==> config.mk <==
export PLATFORM = sky130hd
export DESIGN_NAME = bcd_count_ctrl
export DESIGN_NICKNAME = d
export VERILOG_FILES = /design/src/rtl/bcd_count_pkg.sv /design/src/rtl/bcd2_updown.sv /design/src/rtl/bcd_count_ctrl.sv
export SDC_FILE = /design/constraint.sdc
export NUM_CORES = 1
export LEC_CHECK = 0
export CAP_MARGIN = 20
export CORE_MARGIN = 4
export CORE_UTILIZATION = 45
export CTS_BUF_LIST = sky130_fd_sc_hd__clkbuf_4 sky130_fd_sc_hd__clkbuf_8
export CTS_CLUSTER_DIAMETER = 120
export CTS_CLUSTER_SIZE = 24
export DETAILED_ROUTE_END_ITERATION = 16
export MAX_ROUTING_LAYER = met4
export PLACE_DENSITY = 0.79
export SYNTH_ARGS = -nofsm -noshare
export SYNTH_HDL_FRONTEND = slang
export SYNTH_HIERARCHICAL = 1
export SYNTH_SLANG_ARGS = --single-unit
==> constraint.sdc <==
create_clock -name clk -period 3.4 [get_ports clk]
set_clock_uncertainty 0.2 [all_clocks]
set_input_delay 0.51 -clock clk [delete_from_list [all_inputs] [get_ports clk]]
set_output_delay 0.51 -clock clk [all_outputs]
set_load 0.02 [all_outputs]
==> src/rtl/bcd_count_pkg.sv <==
//------------------------------------------------------------------------------
// Module  : bcd_count_pkg
// Purpose : Shared state encoding, BCD constants and helpers for the BCD counter.
// Revision: 1.0
//------------------------------------------------------------------------------
`default_nettype none

package bcd_count_pkg;

    typedef enum logic [1:0] {
        IDLE  = 2'd0,
        RUN   = 2'd1,
        PAUSE = 2'd2,
        DONE  = 2'd3
    } ctrl_state_t;

    localparam logic [3:0] BCD_MAX = 4'd9;

    // Presets arrive from front-panel/bus logic and may be out of BCD range.
    function automatic logic [3:0] bcd_clamp(input logic [3:0] digit);
        return (digit > BCD_MAX) ? BCD_MAX : digit;
    endfunction

endpackage

`default_nettype wire

==> src/rtl/bcd2_updown.sv <==
//------------------------------------------------------------------------------
// Module  : bcd2_updown
// Purpose : Two-digit BCD up/down counter (00-99) with synchronous load.
// Revision: 1.0
//------------------------------------------------------------------------------
`default_nettype none

module bcd2_updown
    import bcd_count_pkg::*;
(
    input  logic       clk,
    input  logic       rst,
    input  logic       en,
    input  logic       dir,
    input  logic       ld,
    input  logic [3:0] ld_ones,
    input  logic [3:0] ld_tens,
    output logic [3:0] ones,
    output logic [3:0] tens,
    output logic [3:0] nxt_ones,
    output logic [3:0] nxt_tens
);

    logic [3:0] ones_q, ones_d;
    logic [3:0] tens_q, tens_d;

    // Stepped value is exported so the controller can compare it to the limit
    // and flag DONE on the same edge the value lands.
    always_comb begin
        nxt_ones = ones_q;
        nxt_tens = tens_q;
        if (dir) begin
            if (ones_q >= BCD_MAX) begin
                nxt_ones = 4'd0;
                nxt_tens = (tens_q >= BCD_MAX) ? 4'd0 : tens_q + 4'd1;
            end else begin
                nxt_ones = ones_q + 4'd1;
            end
        end else begin
            if (ones_q == 4'd0) begin
                nxt_ones = BCD_MAX;
                nxt_tens = (tens_q == 4'd0) ? BCD_MAX : tens_q - 4'd1;
            end else begin
                nxt_ones = ones_q - 4'd1;
            end
        end
    end

    always_comb begin
        ones_d = ones_q;
        tens_d = tens_q;
        if (ld) begin
            ones_d = ld_ones;
            tens_d = ld_tens;
        end else if (en) begin
            ones_d = nxt_ones;
            tens_d = nxt_tens;
        end
    end

    always_ff @(posedge clk) begin
        if (rst) begin
            ones_q <= 4'd0;
            tens_q <= 4'd0;
        end else begin
            ones_q <= ones_d;
            tens_q <= tens_d;
        end
    end

    assign ones = ones_q;
    assign tens = tens_q;

endmodule

`default_nettype wire

==> src/rtl/bcd_count_ctrl.sv <==
//------------------------------------------------------------------------------
// Module  : bcd_count_ctrl
// Purpose : Run controller (IDLE/RUN/PAUSE/DONE) with prescaler and BCD limit
//           around a two-digit BCD counter. Optional lap capture: BCD_COUNT_CTRL_LAP_EN.
// Revision: 1.0
//------------------------------------------------------------------------------
`default_nettype none

module bcd_count_ctrl
    import bcd_count_pkg::*;
#(
    parameter int DIV = 4
) (
    input  logic       clk,
    input  logic       rst,
    input  logic       start,
    input  logic       stop,
    input  logic       clear,
    input  logic       load,
    input  logic [3:0] load_ones,
    input  logic [3:0] load_tens,
    input  logic [3:0] lim_ones,
    input  logic [3:0] lim_tens,
    input  logic       dir,
    output logic [3:0] ones,
    output logic [3:0] tens,
    output logic       running,
    output logic       done,
    output logic       step
`ifdef BCD_COUNT_CTRL_LAP_EN
    ,
    input  logic       lap,
    output logic [3:0] lap_ones,
    output logic [3:0] lap_tens
`endif
);

    localparam int             PW       = (DIV > 1) ? $clog2(DIV) : 1;
    localparam logic [PW-1:0]  PRE_LAST = PW'(DIV - 1);

    ctrl_state_t   state_q, state_d;
    logic [PW-1:0] pre_q, pre_d;
    logic          step_q, step_d;

    logic          cnt_en;
    logic          cnt_ld;
    logic [3:0]    cnt_ld_ones;
    logic [3:0]    cnt_ld_tens;
    logic [3:0]    nxt_ones;
    logic [3:0]    nxt_tens;
    logic          at_lim;

    bcd2_updown u_cnt (
        .clk      (clk),
        .rst      (rst),
        .en       (cnt_en),
        .dir      (dir),
        .ld       (cnt_ld),
        .ld_ones  (cnt_ld_ones),
        .ld_tens  (cnt_ld_tens),
        .ones     (ones),
        .tens     (tens),
        .nxt_ones (nxt_ones),
        .nxt_tens (nxt_tens)
    );

    assign at_lim = (nxt_ones == lim_ones) && (nxt_tens == lim_tens);

    always_comb begin
        state_d     = state_q;
        pre_d       = pre_q;
        step_d      = 1'b0;
        cnt_en      = 1'b0;
        cnt_ld      = 1'b0;
        cnt_ld_ones = 4'd0;
        cnt_ld_tens = 4'd0;

        if (clear) begin
            cnt_ld  = 1'b1;
            pre_d   = '0;
            state_d = IDLE;
        end else if (load) begin
            cnt_ld      = 1'b1;
            cnt_ld_ones = bcd_clamp(load_ones);
            cnt_ld_tens = bcd_clamp(load_tens);
            pre_d       = '0;
            state_d     = IDLE;
        end else if (stop && state_q == RUN) begin
            state_d = PAUSE;
        end else if (start && state_q != RUN) begin
            state_d = RUN;
            if (state_q == IDLE) begin
                pre_d = '0;
            end else if (state_q == DONE) begin
                cnt_ld      = 1'b1;
                cnt_ld_ones = dir ? 4'd0 : BCD_MAX;
                cnt_ld_tens = dir ? 4'd0 : BCD_MAX;
                pre_d       = '0;
            end
        end else if (state_q == RUN) begin
            // Only a step landing on the limit ends the run.
            if (pre_q == PRE_LAST) begin
                pre_d  = '0;
                cnt_en = 1'b1;
                step_d = 1'b1;
                if (at_lim) begin
                    state_d = DONE;
                end
            end else begin
                pre_d = pre_q + PW'(1);
            end
        end
    end

    always_ff @(posedge clk) begin
        if (rst) begin
            state_q <= IDLE;
            pre_q   <= '0;
            step_q  <= 1'b0;
        end else begin
            state_q <= state_d;
            pre_q   <= pre_d;
            step_q  <= step_d;
        end
    end

    assign running = (state_q == RUN);
    assign done    = (state_q == DONE);
    assign step    = step_q;

`ifdef BCD_COUNT_CTRL_LAP_EN
    logic [3:0] lap_ones_q, lap_ones_d;
    logic [3:0] lap_tens_q, lap_tens_d;

    // Captures the registered (pre-step) count even on a step edge.
    always_comb begin
        lap_ones_d = lap_ones_q;
        lap_tens_d = lap_tens_q;
        if (clear) begin
            lap_ones_d = 4'd0;
            lap_tens_d = 4'd0;
        end else if (lap && (state_q == RUN || state_q == PAUSE)) begin
            lap_ones_d = ones;
            lap_tens_d = tens;
        end
    end

    always_ff @(posedge clk) begin
        if (rst) begin
            lap_ones_q <= 4'd0;
            lap_tens_q <= 4'd0;
        end else begin
            lap_ones_q <= lap_ones_d;
            lap_tens_q <= lap_tens_d;
        end
    end

    assign lap_ones = lap_ones_q;
    assign lap_tens = lap_tens_q;
`endif

endmodule

`default_nettype wire

### Yosys cells after proc, flatten, opt, wreduce, memory -nomap -nowiden

Cells that the tools add are included.
W data, S select, Z words.

| word-level totals | value |
|---|---|
| register bits | 13 |
| bits of input ports | 23 |
| word-level logic and storage cells | 86 |

| cells by class | value |
|---|---|
| add/subtract/negate cells | 5 |
| order comparisons | 4 |
| equality and inequality tests | 7 |
| multiplexer cells | 45 |
| bitwise logic cells | 1 |
| reduce and logical (&&, ||, !) cells | 18 |

Operator list:

| operator | number |
|---|---|
| $mux W4 | 23 |
| $mux W2 | 10 |
| $mux W1 | 12 |
| $reduce_and A3 Y1 | 3 |
| $reduce_bool A3 Y1 | 3 |
| $add A4 B1 Y4 const B | 2 |
| $eq A4 B4 Y1 | 2 |
| $ge A4 B4 Y1 const B | 2 |
| $gt A4 B4 Y1 const B | 2 |
| $logic_not A4 Y1 | 2 |
| $reduce_bool A2 Y1 | 4 |
| $sub A4 B1 Y4 const B | 2 |
| $eq A2 B2 Y1 const B | 2 |
| $reduce_or A4 Y1 | 1 |
| $logic_and A1 B1 Y1 | 3 |
| $ne A3 B2 Y1 const B | 1 |
| $reduce_or A3 Y1 | 1 |
| $add A2 B1 Y2 const B | 1 |
| $eq A2 B1 Y1 const B | 1 |
| $logic_not A2 Y1 | 1 |
| $ne A2 B1 Y1 const B | 1 |
| $not A1 Y1 | 1 |

### Depth between registers and ports, before layout

Gate-level depths: netlist of the first run.

| logic depth | value |
|---|---|
| depth after elaboration | 11 |
| depth in mapped cells | 10 |
| mapped depth without buffers | 10 |

### Cells and area by module

Netlist of the first run, hierarchy kept.

Modules (own cells, without submodules):

| module | instances | cells an instance | area each (µm²) |
|---|---|---|---|
| bcd2_updown | 1 | 119 | 950.9 |
| bcd_count_ctrl | 1 | 57 | 437.9 |

### Least setup slack after synthesis of the first run

No wires, ideal clock.

| path | value |
|---|---|
| path type | reg-to-reg |
| start | reg u_cnt.ones_q[1] (netlist: u_cnt/ones[1]) |
| end | reg state_q[1] |
| setup time | 74 ps |
| arrival | 2,320 ps |
| required time | 3,126 ps |
| slack | 806 ps |
| cell stages (with the launch flop) | 10 |
| path buffers | 0 |
| period minus slack after synthesis | 2,594 ps |
| cell sequence | dfxtp_1 inv_1 ha_1 nor3b_1 a2111oi_0 a311o_2 xor2_1 nor4_1 nand3_1 a31oi_1 |

| on the way | value |
|---|---|
| cells in the longest elaborated chain, start to end | 7 |
| elaborated cells on any way between the ends | 15 |
| those cells by class | 2 x add/sub; 1 x order compare; 2 x eq/ne; 6 x mux; 4 x reduce/logical |

RTL lines:

| element | RTL line | source |
|---|---|---|
| start, declared | bcd2_updown.sv:24 | `logic [3:0] ones_q, ones_d;` |
| start signal, assigned | bcd2_updown.sv:66 | `ones_q <= ones_d;` |
| $ge A4 B4 Y1 / $logic_not A4 Y1 (equally long branches) | bcd2_updown.sv:33, bcd2_updown.sv:40 |  |
| $mux W4 (on tied branches) | bcd2_updown.sv:33, bcd2_updown.sv:40 |  |
| $mux W4 * | bcd2_updown.sv:32 | `if (dir) begin` |
| named net nxt_tens[2] | bcd_count_ctrl.sv:50 | `logic [3:0] nxt_tens;` |
| $eq A4 B4 Y1 * | bcd_count_ctrl.sv:67 | `assign at_lim = (nxt_ones == lim_ones) && (nxt_tens == lim_tens);` |
| $logic_and A1 B1 Y1 * | bcd_count_ctrl.sv:67 |  |
| $reduce_bool A3 Y1 (no line) * | - |  |
| $reduce_and A3 Y1 (no line) * | - |  |
| end signal, assigned | bcd_count_ctrl.sv:121 | `state_q <= state_d;` |
| end, declared | bcd_count_ctrl.sv:41 | `ctrl_state_t state_q, state_d;` |

The timed path passes the listed nets; every way through them passes the cells marked *.
A chain may end at the register's enable or synchronous reset.

### Final worst setup path of the first run

| path | value |
|---|---|
| start | reg u_cnt.ones_q[0] (netlist: u_cnt/ones[0]) |
| end | reg state_q[1] |

Same word-level chain as after synthesis.

==> results of run 1 <==
[worst reg2reg max path, stage by stage, from the launching register on]
cell and delay (ns):
dfxtp_1 0.49, inv_1 0.16, ha_1 0.29, or3b_1 0.29, o2111ai_1 0.15, a311o_2 0.43
xor2_1 0.16, nor4_1 0.31, nand3_1 0.12, a31oi_1 0.18
[cells in the mapped netlist, types with 2 or more instances]
master	instances
o21a_1	2
and3_1	2
nor2_1	12
nand3_1	8
ha_1	9
nor3b_1	4
nand2_1	12
nor2b_1	3
dfxtp_1	13
a31oi_1	4
clkbuf_1	6
a22oi_1	2
nor4b_1	2
o22ai_1	2
a21oi_1	6
nand2b_1	4
or2b_1	2
a21o_1	4
xor2_1	7
or3b_1	2
inv_1	13
o2bb2ai_1	2
nor3_1	5
o211ai_1	2
o21bai_1	3
nor4bb_1	5
o21ai_0	6
o31ai_1	4
[registers in the layout, indices dropped and copies added (netlist names)]
signal and cells:
pre_q 2, state_q 2, step 1, u_cnt/ones 4
u_cnt/tens 4
[per-layer routing]
metal | share of wire | wire length, um | track usage | vias up
li1 | - | - | - | 718
met1 | 0.45 | 1701 | 0.2500 | 710
met2 | 0.47 | 1776 | 0.3051 | 61
met3 | 0.063 | 240 | 0.02842 | 12
met4 | 0.024 | 93 | 0.07547 | 0
met5 | 0 | 0 | - | -
[how the worst max path moves through the flow]
| stage | to | cells past startpoint | slack (ns) |
|---|---|---|---|
| detailed placement | state_q[1] | 8 | 0.44 |
| CTS | state_q[1] | 9 | 0.60 |
| finish | state_q[1] | 9 | 0.56 |
| global route | state_q[1] | 9 | 0.31 |
| floorplan | state_q[1] | 9 | 0.81 |
| global placement | state_q[1] | 8 | 0.52 |
[metrics by stage]
| stage | area (um^2) | power, mW | utilization |
|---|---|---|---|
| 2_1_floorplan | 1389 | 0.2558 | - |
| 3_3_place_gp | 1735 | 0.3105 | 0.6083 |
| 3_5_place_dp | 1735 | 0.3144 | 0.6083 |
| 4_1_cts | 1765 | 0.4157 | 0.6189 |
| 5_1_grt | 1765 | 0.4424 | 0.6189 |
| 6_report | 1765 | 0.4131 | 0.6189 |
[power by group through the flow]
stage | logic, mW | clock network (mW) | registers [mW]
floorplan | 0.0877 | 0 | 0.168
global placement | 0.141 | 0 | 0.170
detailed placement | 0.144 | 0 | 0.170
CTS | 0.145 | 0.104 | 0.167
global route | 0.158 | 0.116 | 0.168
finish | 0.146 | 0.100 | 0.167
[kinds of logic after synthesis]
group,count (synthesis)
DFF,13
and+or+nand+nor,71
adders and majority gates,9
AOI/OAI and AO/OA,53
buffers and inverters,22
xor gates and xnor gates,8
[final cells by class]
type / instances / area [um^2]
Inverter: 13 / 48.80
Clock buffer: 4 / 30.03
Multi-Input combinational cell: 141 / 1035
Tap cell: 31 / 38.79
Sequential cell: 13 / 260.3
Timing Repair Buffer: 36 / 352.8
Fill cell: 262 / 1087
==> reports/qor.txt, run 1 <==
Most frequent cells in the layout = clkdlybuf4s50_1 (33), inv_1 (13), dfxtp_1 (13), nor2_1 (12), nand2_1 (12)
Die Y-Extent = 63.56 um
CP Capture Type = flop
Worst Hold End = pre_q[1]
Wire per inst = 16.01 um
Sequential share of power = 0.404
Sink Count = 13
Hold_sp = pre_q[1]
GRT Util Overall = 0.1942
# port buffers = 33
Pint = 0.2845 mW
Post-DP HPWL = 2954 um
Pleak = 0.7337 nW
Die W = 63.56 um
# IOs = 34
Placer Congestion = 1.033
Clock-pin slew of the registers on the worst-case setup and hold paths = 0.08 ns
Reg2Reg Setup Slack = 0.56 ns
# hold bufs at CTS = 0
Reg2Reg Launch Point = u_cnt/ones[0]
Synth top area cells = dfxtp_1 (19%), ha_1 (8.1%), xor2_1 (4.4%), nor4bb_1 (3.6%), inv_1 (3.5%)
Largest net degree at the start of global routing = 20
Peak supply drop = 0.0001772 V
Synth unique cells = 58
Simple-Gate Fraction of Synth Area = 0.3261
CTS root buffer = clkbuf_4
Worst-case hold slack = 0.3190 ns
Largest family of logic cells by synthesized area = simple AND/OR/NAND/NOR gates
Synth Net Count = 208
Main synth FF type = dfxtp_1
Required @ worst endpoint = 3.39 ns
R2R cell count = 9
CP Cell Sequence = inv_1 > ha_1 > or3b_1 > o2111ai_1 > a311o_2 > xor2_1 > nor4_1 > nand3_1 > a31oi_1
Post-route DRC = 0
Final ANT Viol Nets = 0
Final worst path period need = 2.843 ns
Fin crit share = 0.8361
Critical Path AT = 2.83 ns
Mean Syn Cell Area = 7.891 um^2
Hold Vio Cnt, Final = 0
Global route total overflow = 0
Post-synthesis compound-gate area fraction = 0.2874
Post-Synth Adder-Cell Area = 0.08108
Share of layout cells above drive strength 1 = 0.08696
Clk buf depth = 2
EDFF count, synth = 0
Final wirelength = 3811 um
CTS-repair resized insts = 0
Die area = 0.004039 mm^2
Initial antenna violation count = 0
Antenna cells = 0
Num rows = 19
Crit-path max FO = 8
Worst-Skew Late Latency = 0.26 ns
Mux contribution to synthesized area = 0
Setup ws final = 0.5573 ns
Clock share of power = 0.242
Final #Nets = 240
XOR/XNOR Fraction of Synth Area = 0.05045
Via-to-Cell Ratio = 6.307
Max Cap Viol = 0
Max Slew Vio Count = 0
CTS tree = yes
RSZ-0062 raised after global routing = false
Global-route wire length before repair = 6251 um
Fmax = 351.8 MHz
Worst-Margin Slew = 0.6610 ns
Flops & latches, synth = 13
Ys async rst share = 0
Tightest slew margin relative to the limit = 0.5587
Power Dens Cells = 234.0 mW/mm^2
Switching pwr = 0.1286 mW
Non-filler cells, final = 238
Post-CTS Setup Inserts = 0
DP Cell Count = 234
Drt initial violations = 109
CTS HTree Levels = 1
Crit-path max cell delay = 0.49 ns
Vias in the first global route = 1,373
Seq/Total Area, Yosys = 0.1874
Syn. warnings = 6
Clock buffer count from CTS = 3
Worst hold stages = 2
Status = finished clean
CP top delay family = compound AO/OA/AOI/OAI gates
Initial Utilization = 0.4868
Crit start category = flop
Setup TNS = 0 ns
Largest area contributor in the netlist = dfxtp_1
Setup Viol. Count Final = 0
Most common cell after layout, fill and taps aside = clkdlybuf4s50_1
Critical path type = reg -> reg
Comb pwr share = 0.354
DR pass1 iterations = 4
Crit Reg-Reg Endpoint = state_q[1]
Area delta synth->final = 27.12%
Pre-CTS setup slack = 0.4424 ns
Mapped cell area = 0.001389 mm^2
Top-area cell type share of the netlist area = 0.1874
WP buf/inv = 1
Critical-path top delay cell = dfxtp_1
Critical Path Start = u_cnt/ones[0]
Switching share of power = 0.3114
Core Footprint = 0.002853 mm^2
Mapped Cells = 176
HP Class = reg -> reg
Via count = 1,501
Power figures use the tool's default switching activity.
==> run 2, diff against run 1 <==
Clock period 3.4 ns to 2.9 ns, I/O delays scaled along.
==> reports/qor.txt, run 2 (same netlist as run 1, synthesis figures left out) <==
Worst-Skew Late Latency = 0.27 ns (was 0.26 ns)
Power Dens Cells = 271.5 mW/mm^2 (was 234.0 mW/mm^2)
Post-DP HPWL = 3149 um (was 2954 um)
Required @ worst endpoint = 2.90 ns (was 3.39 ns)
Reg2Reg Setup Slack = 0.29 ns (was 0.56 ns)
Reg area = 260.3 um^2 (unchanged)
Via count = 1,470 (was 1,501)
Post-route DRC = 0 (unchanged)
Antenna cells = 0 (unchanged)
Share of layout cells above drive strength 1 = 0.1127 (was 0.08696)
Global-route wire length before repair = 6423 um (was 6251 um)
Area delta synth->final = 30.36% (was 27.12%)
RSZ-0062 raised after global routing = false (unchanged)
Die W = 63.56 um (unchanged)
CP top delay family = simple AND/OR/NAND/NOR gates (was compound AO/OA/AOI/OAI gates)
Placement-stage cell area = 0.001780 mm^2 (was 0.001735 mm^2)
Crit-path max cell delay = 0.42 ns (was 0.49 ns)
Largest net degree at the start of global routing = 15 (was 20)
# port buffers = 33 (unchanged)
Final instance area = 0.001810 mm^2 (was 0.001765 mm^2)
Setup ws final = 0.2934 ns (was 0.5573 ns)
Final wirelength = 3967 um (was 3811 um)
Die Y-Extent = 63.56 um (unchanged)
CTS-repair resized insts = 0 (unchanged)
Peak supply drop = 0.0003246 V (was 0.0001772 V)
Initial Utilization = 0.4868 (unchanged)
Final #Nets = 246 (was 240)
CTS tree = yes (unchanged)
# IOs = 34 (unchanged)
Vias in the first global route = 1,402 (was 1,373)
Crit start category = flop (unchanged)
Num rows = 19 (unchanged)
Core Footprint = 0.002853 mm^2 (unchanged)
Via-to-Cell Ratio = 6.025 (was 6.307)
Final ANT Viol Nets = 0 (unchanged)
HP Class = reg -> reg (unchanged)
Die area = 0.004039 mm^2 (unchanged)
CP Cell Sequence = inv_1 > ha_1 > or3b_1 > a211oi_2 > a2bb2oi_2 > xor2_1 > nor4_1 > nand3_1 > a31oi_1 (was inv_1 > ha_1 > or3b_1 > o2111ai_1 > a311o_2 > xor2_1 > nor4_1 > nand3_1 > a31oi_1)
Setup Viol. Count Final = 0 (unchanged)
Tightest slew margin relative to the limit = 0.6620 (was 0.5587)
Wire per inst = 16.26 um (was 16.01 um)
Initial antenna violation count = 0 (unchanged)
Status = finished clean (unchanged)
Post-CTS Setup Inserts = 0 (unchanged)
Drt initial violations = 112 (was 109)
Fmax = 383.6 MHz (was 351.8 MHz)
CP Capture Type = flop (unchanged)
Placer Congestion = 0.8902 (was 1.033)
# hold bufs at CTS = 0 (unchanged)
CTS HTree Levels = 1 (unchanged)
Core Util, Final = 0.6346 (was 0.6189)
Area occupied by multi-input gates = 0.001035 mm^2 (unchanged)
Sink Count = 13 (unchanged)
Clk buf depth = 2 (unchanged)
Most common cell after layout, fill and taps aside = clkdlybuf4s50_1 (unchanged)
Critical Path AT = 2.60 ns (was 2.83 ns)
Pre-CTS setup slack = 0.09118 ns (was 0.4424 ns)
Clock buffer count from CTS = 3 (unchanged)
Clock-pin slew of the registers on the worst-case setup and hold paths = 0.07 ns (was 0.08 ns)
Critical path type = reg -> reg (unchanged)
Final worst path period need = 2.607 ns (was 2.843 ns)
Critical-path top delay cell = or3b_1 (was dfxtp_1)
CTS root buffer = clkbuf_4 (unchanged)
Crit-path max FO = 6 (was 8)
Fin crit share = 0.8988 (was 0.8361)
Worst-Margin Slew = 0.5028 ns (was 0.6610 ns)
Max Cap Viol = 0 (unchanged)
Hold Vio Cnt, Final = 0 (unchanged)
Setup TNS = 0 ns (unchanged)
GRT Util Overall = 0.1985 (was 0.1942)
WP buf/inv = 1 (unchanged)
Count of filler cells inserted in the layout = 241 (was 262)
DR pass1 iterations = 4 (unchanged)
Most frequent cells in the layout = clkdlybuf4s50_1 (33), inv_1 (13), dfxtp_1 (13), nor2_1 (12), nand2_1 (12) (unchanged)
Max Slew Vio Count = 0 (unchanged)
Global route total overflow = 0 (unchanged)
Pleak = 0.7641 nW (was 0.7337 nW)
[run 2: cell types whose count changed in the layout (fill, tap and decap cells not counted), sizes merged]
cell / delta
buf: +6
[run 2: worst reg2reg max path, stage by stage (launching register included)]
cell and delay [ns]:
dfxtp_1 0.36, inv_1 0.20, ha_1 0.25, or3b_1 0.42
a211oi_2 0.30, a2bb2oi_2 0.21, xor2_1 0.09, nor4_1 0.24
nand3_1 0.11, a31oi_1 0.15
[run 2: worst paths after layout]
| check | startpoint | endpoint | cells after the start |
|---|---|---|---|
| setup / recovery | u_cnt/tens[1] | state_q[1] | 9 |
| hold / removal | pre_q[1] | pre_q[1] | 2 |
| setup reg to reg | u_cnt/tens[1] | state_q[1] | 9 |
| hold reg to reg | pre_q[1] | pre_q[1] | 2 |
[run 2: final cells by class]
cell class	instances	share of cell area
clock buffer	4	0.01659
inverter	13	0.02695
multi-input combinational	141	0.5715
sequential	13	0.1437
tap	31	0.02142
timing repair buffer	42	0.2198
[run 2: power breakdown]
| group | internal (mW) | switching [mW] | total, mW |
|---|---|---|---|
| clock | 0.0625 | 0.0552 | 0.118 |
| combinational | 0.0921 | 0.0892 | 0.181 |
| sequential | 0.183 | 0.00964 | 0.192 |
[run 2: routing by layer]
metal,up-vias,share of wire,GRT usage
met5,-,0,-
met4,0,0.0066,0.04313
met3,4,0.075,0.01954
met2,62,0.47,0.3351
met1,673,0.44,0.2556
li1,731,-,-
[run 2: metrics by stage]
step	cells	total power, mW	hold WS, ns
floorplan	176	0.2999	0.2695
global placement	240	0.3716	0.2858
detailed placement	240	0.3748	0.3165
CTS	244	0.4918	0.3378
global route	244	0.5195	0.3937
finish	244	0.4915	0.3270
==> run 3, diff against run 2 <==
Settings changed: GPL_TIMING_DRIVEN set to 0.
==> reports/qor.txt, run 3 (same netlist as run 1, synthesis figures left out) <==
Core Footprint = 0.002853 mm^2 (unchanged)
Via count = 1,489 (was 1,470)
Power Dens Cells = 275.8 mW/mm^2 (was 271.5 mW/mm^2)
Setup ws final = 0.1222 ns (was 0.2934 ns)
DR pass1 iterations = 4 (unchanged)
Die area = 0.004039 mm^2 (unchanged)
R2R cell count = 9 (unchanged)
Crit-path max cell delay = 0.45 ns (was 0.42 ns)
Post-DP HPWL = 3031 um (was 3149 um)
Vias in the first global route = 1,494 (was 1,402)
Max Cap Viol = 0 (unchanged)
CTS tree = yes (unchanged)
HP Class = reg -> reg (unchanged)
Switching share of power = 0.3251 (was 0.3134)
Sink Count = 13 (unchanged)
Required @ worst endpoint = 2.90 ns (about the same)
Wire per inst = 16.07 um (was 16.26 um)
Reg area = 262.8 um^2 (was 260.3 um^2)
Clock buffer count from CTS = 3 (unchanged)
Pre-CTS setup slack = -0.1239 ns (was 0.09118 ns)
Antenna cells = 0 (unchanged)
Area occupied by multi-input gates = 0.001046 mm^2 (was 0.001035 mm^2)
Crit start category = flop (unchanged)
Via-to-Cell Ratio = 6.102 (was 6.025)
Most common cell after layout, fill and taps aside = clkdlybuf4s50_1 (unchanged)
Fin crit share = 0.9578 (was 0.8988)
CP Capture Type = flop (unchanged)
Num rows = 19 (unchanged)
Peak supply drop = 0.0002183 V (was 0.0003246 V)
Global-route wire length before repair = 6748 um (was 6423 um)
Sequential share of power = 0.383 (was 0.392)
Post-CTS Setup Inserts = 0 (unchanged)
Share of layout cells above drive strength 1 = 0.09859 (was 0.1127)
Die Y-Extent = 63.56 um (unchanged)
CTS HTree Levels = 1 (unchanged)
Fmax = 360.0 MHz (was 383.6 MHz)
Initial Utilization = 0.4868 (unchanged)
RSZ-0062 raised after global routing = false (unchanged)
Comb pwr share = 0.368 (was 0.369)
Hold Vio Cnt, Final = 0 (unchanged)
Clock-pin slew of the registers on the worst-case setup and hold paths = 0.08 ns (was 0.07 ns)
Worst-Margin Slew = 0.4938 ns (was 0.5028 ns)
Critical Path AT = 2.78 ns (was 2.60 ns)
Post-route DRC = 0 (unchanged)
Largest net degree at the start of global routing = 11 (was 15)
Final worst path period need = 2.778 ns (was 2.607 ns)
Tightest slew margin relative to the limit = 0.6680 (was 0.6620)
Max Slew Vio Count = 0 (unchanged)
Final #Nets = 246 (unchanged)
Critical-path top delay cell = a311o_2 (was or3b_1)
Placer Congestion = 0.9143 (was 0.8902)
Final wirelength = 3922 um (was 3967 um)
Switching pwr = 0.1615 mW (was 0.1540 mW)
Setup Viol. Count Final = 0 (unchanged)
Drt initial violations = 111 (was 112)
Final ANT Viol Nets = 0 (unchanged)
Status = finished clean (unchanged)
Initial antenna violation count = 0 (unchanged)
Design Power = 0.4970 mW (was 0.4915 mW)
Non-filler cells, final = 244 (unchanged)
Area delta synth->final = 29.73% (was 30.36%)
Count of filler cells inserted in the layout = 256 (was 241)
Critical path type = reg -> reg (unchanged)
Most frequent cells in the layout = clkdlybuf4s50_1 (33), inv_1 (13), nor2_1 (12), nand2_1 (12), dfxtp_1 (11) (was clkdlybuf4s50_1 (33), inv_1 (13), dfxtp_1 (13), nor2_1 (12), nand2_1 (12))
Crit-path max FO = 8 (was 6)
Die W = 63.56 um (unchanged)
Global route total overflow = 0 (unchanged)
Worst-Skew Late Latency = 0.28 ns (was 0.27 ns)
Pleak = 0.7425 nW (was 0.7641 nW)
DP Cell Count = 240 (unchanged)
# port buffers = 33 (unchanged)
# IOs = 34 (unchanged)
GRT Util Overall = 0.2081 (was 0.1985)
Clk buf depth = 2 (unchanged)
Clock share of power = 0.249 (was 0.239)
Pint = 0.3354 mW (was 0.3374 mW)
Setup TNS = 0 ns (unchanged)
CP Cell Sequence = inv_1 > ha_1 > or3b_1 > o2111ai_1 > a311o_2 > xor2_1 > nor4_2 > nand3_1 > a31oi_1 (was inv_1 > ha_1 > or3b_1 > a211oi_2 > a2bb2oi_2 > xor2_1 > nor4_1 > nand3_1 > a31oi_1)
CTS root buffer = clkbuf_4 (unchanged)
Worst hold stages = 2 (unchanged)
[run 3: path summary, 6_finish.rpt]
| kind | slack, ns | end | from |
|---|---|---|---|
| worst max-delay path | 0.12 | state_q[1] | u_cnt/ones[0] |
| worst max register to register | 0.12 | state_q[1] | u_cnt/ones[0] |
| worst min-delay path | 0.31 | pre_q[1] | pre_q[1] |
| worst min register to register | 0.31 | pre_q[1] | pre_q[1] |
[run 3: what timing repair did]
| item | 4_1_cts | 5_1_grt |
|---|---|---|
| endpoints found under the hold margin | 0 | 0 |
| hold buffers | 0 | 0 |
| cloned | 0 | 0 |
| gates resized for setup | 2 | 2 |
| pin swaps | 0 | 0 |
| endpoints found under the setup margin | 1 | 1 |
[run 3: area by class of cell]
cell class | instances | share of cell area
Multi-Input combinational cell | 141 | 0.5806
Timing Repair Buffer | 33 | 0.1833
Sequential cell | 13 | 0.1458
Inverter | 13 | 0.02708
Buffer | 9 | 0.02500
Tap cell | 31 | 0.02153
Clock buffer | 4 | 0.01667
[run 3: power by group through the flow]
stage | Sequential, mW | Clock (mW) | Combinational, mW
after global routing | 0.192 | 0.140 | 0.199
after global placement | 0.194 | 0 | 0.174
after detailed placement | 0.194 | 0 | 0.177
final | 0.190 | 0.124 | 0.183
after floorplan | 0.197 | 0 | 0.103
after CTS | 0.190 | 0.127 | 0.179
[run 3: stage by stage]
stage                     hold WS, ns    util  instance area, um^2
after detailed placement       0.2997  0.6162                 1758
after CTS                      0.3225  0.6289                 1794
after global placement         0.2863  0.6162                 1758
after global routing           0.3573  0.6316                 1802
after floorplan                0.2695       -                 1389
final                          0.3132  0.6316                 1802
[run 3: worst max-delay path, delay by kind of cell (launching register included)]
kind,cells,cell delay [ns]
compound gates,3,0.80
xor+xnor,1,0.16
simple gates,3,0.74
fa+ha+maj,1,0.27
buf+inv,1,0.11
flops,1,0.42
[run 3: per-layer routing]
| metal | vias up | part of all wire | global-route usage |
|---|---|---|---|
| li1 | 732 | - | - |
| met1 | 692 | 0.46 | 0.2679 |
| met2 | 55 | 0.46 | 0.3246 |
| met3 | 10 | 0.053 | 0.03375 |
| met5 | - | 0 | - |
| met4 | 0 | 0.024 | 0.08086 |
